### config.mk
export PLATFORM = sky130hd
export DESIGN_NAME = panel_clock_ctrl
export DESIGN_NICKNAME = d
export VERILOG_FILES = /design/src/rtl/panel_clock_ctrl.sv
export SDC_FILE = /design/constraint.sdc
export NUM_CORES = 1
export LEC_CHECK = 0
export CORE_AREA = 2 2 124 126
export DETAILED_ROUTE_END_ITERATION = 8
export DIE_AREA = 0 0 126 128
export PLACE_DENSITY = 0.66
export SYNTH_ARGS = -nofsm -noshare
export SYNTH_HDL_FRONTEND = slang
export SYNTH_SLANG_ARGS = --single-unit
export TNS_END_PERCENT = 50
### constraint.sdc
create_clock -name clk -period 8.5 [get_ports clk]
set_input_delay 1.275 -clock clk [delete_from_list [all_inputs] [get_ports clk]]
set_output_delay 1.275 -clock clk [all_outputs]
set_load 0.01 [all_outputs]
### src/rtl/panel_clock_ctrl.sv
// Front-panel CPU clock generator: manual step, free-run and burst modes.
// Runtime divider, debounced step, glitch-free halt and a cycle counter.
module panel_clock_ctrl #(
  parameter int DIV_WIDTH       = 24,
  parameter int DEFAULT_DIV     = 13500000,
  parameter int DEBOUNCE_CYCLES = 270000,
  parameter int BURST_WIDTH     = 8,
  parameter int CNT_WIDTH       = 16
) (
  input  logic                   clk,
  input  logic                   rst_n,
  input  logic [1:0]             mode,
  input  logic                   step_btn,
  input  logic                   halt,
  input  logic                   div_load,
  input  logic [DIV_WIDTH-1:0]   div_value,
  input  logic [BURST_WIDTH-1:0] burst_len,
  output logic                   cpu_clk,
  output logic                   cpu_clk_rise,
  output logic                   busy,
  output logic                   halted,
  output logic [CNT_WIDTH-1:0]   cycle_count
);

  localparam int DB_W = $clog2(DEBOUNCE_CYCLES + 1);

  localparam logic [DB_W-1:0] DB_LAST =
    DB_W'(DEBOUNCE_CYCLES - 1);
  localparam logic [DB_W-1:0] DB_ONE = DB_W'(1);

  localparam logic [DIV_WIDTH-1:0] DIV_RST =
    DIV_WIDTH'(DEFAULT_DIV);
  localparam logic [DIV_WIDTH-1:0] DIV_ONE =
    DIV_WIDTH'(1);

  localparam logic [BURST_WIDTH-1:0] BST_ONE =
    BURST_WIDTH'(1);
  localparam logic [CNT_WIDTH-1:0] CNT_ONE =
    CNT_WIDTH'(1);

  localparam logic [1:0] MODE_MAN  = 2'b00;
  localparam logic [1:0] MODE_AUTO = 2'b01;
  localparam logic [1:0] MODE_BST  = 2'b10;
  localparam logic [1:0] MODE_HALT = 2'b11;

  typedef enum logic [1:0] {
    IDLE = 2'b00,
    HIGH = 2'b01,
    LOW  = 2'b10
  } state_t;

  logic [1:0]             mode_s1;
  logic [1:0]             mode_s2;
  logic                   step_s1;
  logic                   step_s2;
  logic                   halt_s1;
  logic                   halt_s2;

  logic [DB_W-1:0]        db_cnt;
  logic                   db_lvl;
  logic                   step_req;

  logic [DIV_WIDTH-1:0]   div_reg;
  logic [DIV_WIDTH-1:0]   phase_cnt;
  logic                   phase_end;

  state_t                 state_q;
  state_t                 state_d;
  logic [BURST_WIDTH-1:0] rem_q;
  logic [BURST_WIDTH-1:0] rem_d;

  logic                   is_man;
  logic                   is_auto;
  logic                   is_bst;
  logic                   halting;
  logic                   enter_high;

  // Two-flop synchronisers for the asynchronous panel inputs.
  always_ff @(posedge clk or negedge rst_n) begin
    if (!rst_n) begin
      mode_s1 <= 2'b00;
      mode_s2 <= 2'b00;
      step_s1 <= 1'b0;
      step_s2 <= 1'b0;
      halt_s1 <= 1'b0;
      halt_s2 <= 1'b0;
    end else begin
      mode_s1 <= mode;
      mode_s2 <= mode_s1;
      step_s1 <= step_btn;
      step_s2 <= step_s1;
      halt_s1 <= halt;
      halt_s2 <= halt_s1;
    end
  end

  // Debounce: level flips only after a run of disagreeing samples.
  always_ff @(posedge clk or negedge rst_n) begin
    if (!rst_n) begin
      db_cnt   <= '0;
      db_lvl   <= 1'b0;
      step_req <= 1'b0;
    end else begin
      step_req <= 1'b0;
      if (step_s2 != db_lvl) begin
        if (db_cnt == DB_LAST) begin
          db_cnt   <= '0;
          db_lvl   <= step_s2;
          step_req <= step_s2;
        end else begin
          db_cnt <= db_cnt + DB_ONE;
        end
      end else begin
        db_cnt <= '0;
      end
    end
  end

  // Half-period register; a zero load would stall the phase, so drop it.
  always_ff @(posedge clk or negedge rst_n) begin
    if (!rst_n) begin
      div_reg <= DIV_RST;
    end else if (div_load && (div_value != '0)) begin
      div_reg <= div_value;
    end
  end

  assign is_man  = (mode_s2 == MODE_MAN);
  assign is_auto = (mode_s2 == MODE_AUTO);
  assign is_bst  = (mode_s2 == MODE_BST);
  assign halting = halt_s2 | (mode_s2 == MODE_HALT);

  assign phase_end = (phase_cnt >= (div_reg - DIV_ONE));

  assign enter_high = (state_d == HIGH) &&
                      (state_q != HIGH);

  // Next state: mode and halt are only honoured in IDLE or at end of LOW.
  always_comb begin
    state_d = state_q;
    rem_d   = rem_q;
    unique case (state_q)
      IDLE: begin
        if (!halting) begin
          unique case (1'b1)
            is_auto: begin
              state_d = HIGH;
              rem_d   = '0;
            end
            is_man: begin
              if (step_req) begin
                state_d = HIGH;
                rem_d   = '0;
              end
            end
            is_bst: begin
              if (step_req && (burst_len != '0)) begin
                state_d = HIGH;
                rem_d   = burst_len - BST_ONE;
              end
            end
            default: ;
          endcase
        end
      end
      HIGH: begin
        if (phase_end) begin
          state_d = LOW;
        end
      end
      LOW: begin
        if (phase_end) begin
          if (!halting && is_auto) begin
            state_d = HIGH;
          end else if (!halting && is_bst &&
                       (rem_q != '0)) begin
            state_d = HIGH;
            rem_d   = rem_q - BST_ONE;
          end else begin
            state_d = IDLE;
            rem_d   = '0;
          end
        end
      end
      default: begin
        state_d = IDLE;
        rem_d   = '0;
      end
    endcase
  end

  // State, burst remainder and phase counter (cleared on state entry).
  always_ff @(posedge clk or negedge rst_n) begin
    if (!rst_n) begin
      state_q   <= IDLE;
      rem_q     <= '0;
      phase_cnt <= '0;
    end else begin
      state_q <= state_d;
      rem_q   <= rem_d;
      if ((state_d != state_q) || (state_d == IDLE)) begin
        phase_cnt <= '0;
      end else begin
        phase_cnt <= phase_cnt + DIV_ONE;
      end
    end
  end

  // Registered panel outputs, derived from the upcoming state.
  always_ff @(posedge clk or negedge rst_n) begin
    if (!rst_n) begin
      cpu_clk      <= 1'b0;
      cpu_clk_rise <= 1'b0;
      busy         <= 1'b0;
      halted       <= 1'b0;
      cycle_count  <= '0;
    end else begin
      cpu_clk      <= (state_d == HIGH);
      cpu_clk_rise <= enter_high;
      busy         <= (state_d != IDLE);
      halted       <= halting && (state_d == IDLE);
      if (enter_high) begin
        cycle_count <= cycle_count + CNT_ONE;
      end
    end
  end

endmodule

==> flow_metrics.tcl <==
set metrics [dict create \
    status "complete, no violations" \
    grt_pass1_vias 4442 \
    synth-compound-area-share_pct 7.38 \
    critPathRequiredTime_ns 8.74 \
    route.vias.total 4346 \
    worst_pin_slew_ns 1.07 \
    min_period_ns 5.12 \
    fp.dieH_um 128 \
    cts_buffers 9 \
    place.port_buffers 58 \
    cts.repair.resized 0 \
    cts_tree "yes" \
    slew-limit-headroom_pct 28.7 \
    grt_first_pass_wirelength_um 21000 \
    synth_fa_ha_area_share_pct 6.42 \
    power.density_nw_per_um2 164 \
    finalSetupViolations 0 \
    async_flop_share_pct 100 \
    finalWeightedCongestion 0.815 \
    clock_skew_ns 0.00873 \
    synth_seq_cells 107 \
    hold_viol 0 \
    synth_nets 653 \
    layout.nets 708 \
    syn2layout_area_growth_pct 18.1 \
    drc 0 \
    hp-start "step_s1$_DFF_PN0_" \
    wl_per_cell_um 14.3 \
    die_x_um 126 \
    yosysSeqAreaShare_pct 46.1 \
    initial_core_util_pct 39.3 \
    peakVddDrop_v 0.000102 \
    period_share_pct 60.2 \
    io_pins 59 \
    dieArea_um2 16100 \
    n_fill_cell 1410 \
    max_freq_mhz 195 \
    grt_max_degree 84 \
    ant_nets 0 \
    yosysWarnings 0 \
    startpoint_type "register" \
    syn_area_um2 5850 \
    end_kind "register" \
    finalWirelength_um 11900 \
    dp.final_hpwl_um 8860 \
    cts_max_path_buffers 2 \
    rsz0062_at_grt "no" \
    min_path_type "reg2reg" \
    synth_edf_count 0 \
    arrival_ns 5.36 \
    slew_viol_final 0 \
    rrSetupSlack_ns 3.38 \
    ff_latch_area_um2 2700 \
    crit_fanout 13 \
    synth_flop_cell "dfrtp_1" \
    core-area_um2 14900 \
    startpoint "div_reg[11]$_DFFE_PN1P_" \
    cts_hold_buf 0 \
    avgViaCountPerCell 5.22 \
    multiInputGateArea_um2 3020 \
    reg2reg_from "div_reg[11]$_DFFE_PN1P_" \
    cts_root_buf "clkbuf_16" \
    synthSimpleGateAreaFrac_pct 20.8 \
    antenna_cells 0 \
    crit_type "reg2reg" \
    synth-xor-area-share_pct 12.4 \
    grt_overflow 0 \
    cap_violations 0 \
    fin_total_pwr_mw 1.13 \
    drt_first_pass_iters 5 \
    clkLatencyLatePin_ns 0.36 \
    cts_sinks 107 \
    htreeDepth 3 \
    synth_mux_area_share_pct 4.60 \
    postCtsSetupBuffers 0 \
    synthesis.instances 584 \
    fin_tns_setup_ns 0 \
    p_leak_nw 2.92 \
    rows 45 \
    track_usage_pct 16.0 \
    clk_pin_slew_ns 0.08 \
    yosysUniqueCellTypes 54 \
    avgSynthCellArea_um2 10.0 \
    synth_top_family_by_area "simple AND/OR/NAND/NOR gates" \
    antenna_found_initial 0 \
    drive_above_1_share_pct 10.4 \
    drtIter0Drc 264 \
]
cell type report:
cell class                 instances  area share, %
clock buffer                       9           3.26
clock inverter                     7          0.996
inverter                          18          0.978
multi-input combinational        443           43.8
sequential                       107           39.0
tap                              188           3.41
timing repair buffer              60           8.59
stage by stage:
step	worst slack (ns)	instance area (um^2)	hold WS, ns	utilization, %	std cells
floorplan	4.31	5850	0.331	-	584
global placement	3.64	6610	0.333	44.4	815
detailed placement	3.42	6610	0.336	44.4	815
CTS	3.42	6900	0.354	46.4	831
global route	3.01	6910	0.356	46.5	832
finish	3.38	6910	0.351	46.5	832
path summary, 6_finish.rpt:
check                                                   end  depth (start not counted)
worst max-delay path             cycle_count[1]$_DFFE_PN0P_                         15
worst min-delay path                      step_s2$_DFF_PN0_                          0
worst max register to register   cycle_count[1]$_DFFE_PN0P_                         15
worst min register to register            step_s2$_DFF_PN0_                          0
max in group asynchronous       cycle_count[15]$_DFFE_PN0P_                          2
min in group asynchronous            div_reg[0]$_DFFE_PN0P_                          1
worst max-delay path, stage by stage, from the launching register on:
cell      delay (ns)
dfstp_2         0.39
or4_4           0.54
or3_4           0.35
or3_4           0.34
or3_4           0.39
nor3_1          0.24
xnor2_1         0.11
ha_1            0.32
nand4_1         0.15
nor3_1          0.28
a221oi_1        0.13
and3_1          0.23
a21oi_1         0.76
nor2_1          0.24
inv_1           0.19
mux2_2          0.35
synthesized netlist by cell type, types with 3 or more instances:
cell	instances	area, um^2
and4_1	3	26.3
ha_1	30	375
o2111ai_1	6	52.6
nor2_1	67	251
nand2_1	53	199
a32o_1	3	30.0
clkbuf_1	13	48.8
dfstp_2	14	368
xor2_1	35	307
xnor2_1	48	420
dfrtp_1	93	2330
nand3_1	26	130
mux2_2	23	259
o22ai_1	4	25.0
inv_1	18	67.6
or4_1	3	22.5
or3_4	3	33.8
nor4_1	11	68.8
or3_1	4	25.0
a21oi_1	14	70.1
nor3_1	20	100
o21ai_0	14	70.1
and3_1	14	87.6
nand2b_1	7	43.8
nand4_1	16	100
o211ai_1	5	37.5
cells by family after synthesis:
kind of cell,Yosys count
muxes,24
buffers and inverters,34
AOI/OAI and AO/OA,64
adders and majority gates,30
xor gates and xnor gates,83
and+or+nand+nor,242
DFF,107
cells in the final DEF, fill, tap and decap left out, drive strengths merged, types with 3 or more instances in the layout:
| master | netlist | layout |
|---|---|---|
| nand2 | 53 | 53 |
| or3 | 7 | 7 |
| mux2 | 23 | 23 |
| o2111ai | 6 | 6 |
| o21ai | 16 | 16 |
| nand2b | 7 | 7 |
| dfstp | 14 | 14 |
| and3 | 14 | 14 |
| nand4 | 16 | 16 |
| dfrtp | 93 | 93 |
| xor2 | 35 | 35 |
| clkdlybuf4s50 | 0 | 57 |
| nand3 | 26 | 26 |
| or4 | 5 | 5 |
| and4 | 3 | 3 |
| a32o | 3 | 3 |
| nor3 | 22 | 22 |
| o22ai | 4 | 4 |
| nor4 | 11 | 11 |
| a21oi | 14 | 14 |
| inv | 18 | 21 |
| clkbuf | 14 | 10 |
| ha | 30 | 30 |
| xnor2 | 48 | 48 |
| o211ai | 5 | 5 |
| nor2 | 67 | 67 |
power by group:
group          leakage (nW)  internal (mW)  switching, mW  total [mW]
sequential             1.37          0.542         0.0363       0.579
combinational          1.41         0.0714         0.0668       0.138
clock                 0.137          0.206          0.207       0.413
total                  2.92          0.820          0.310        1.13
per-layer routing:
layer	track usage (%)	share of wire, %
met2	25.3	46
met1	21.3	48
met5	0	0
met3	3.63	4.1
met4	6.40	2.2
Power figures use the tool's default switching activity.
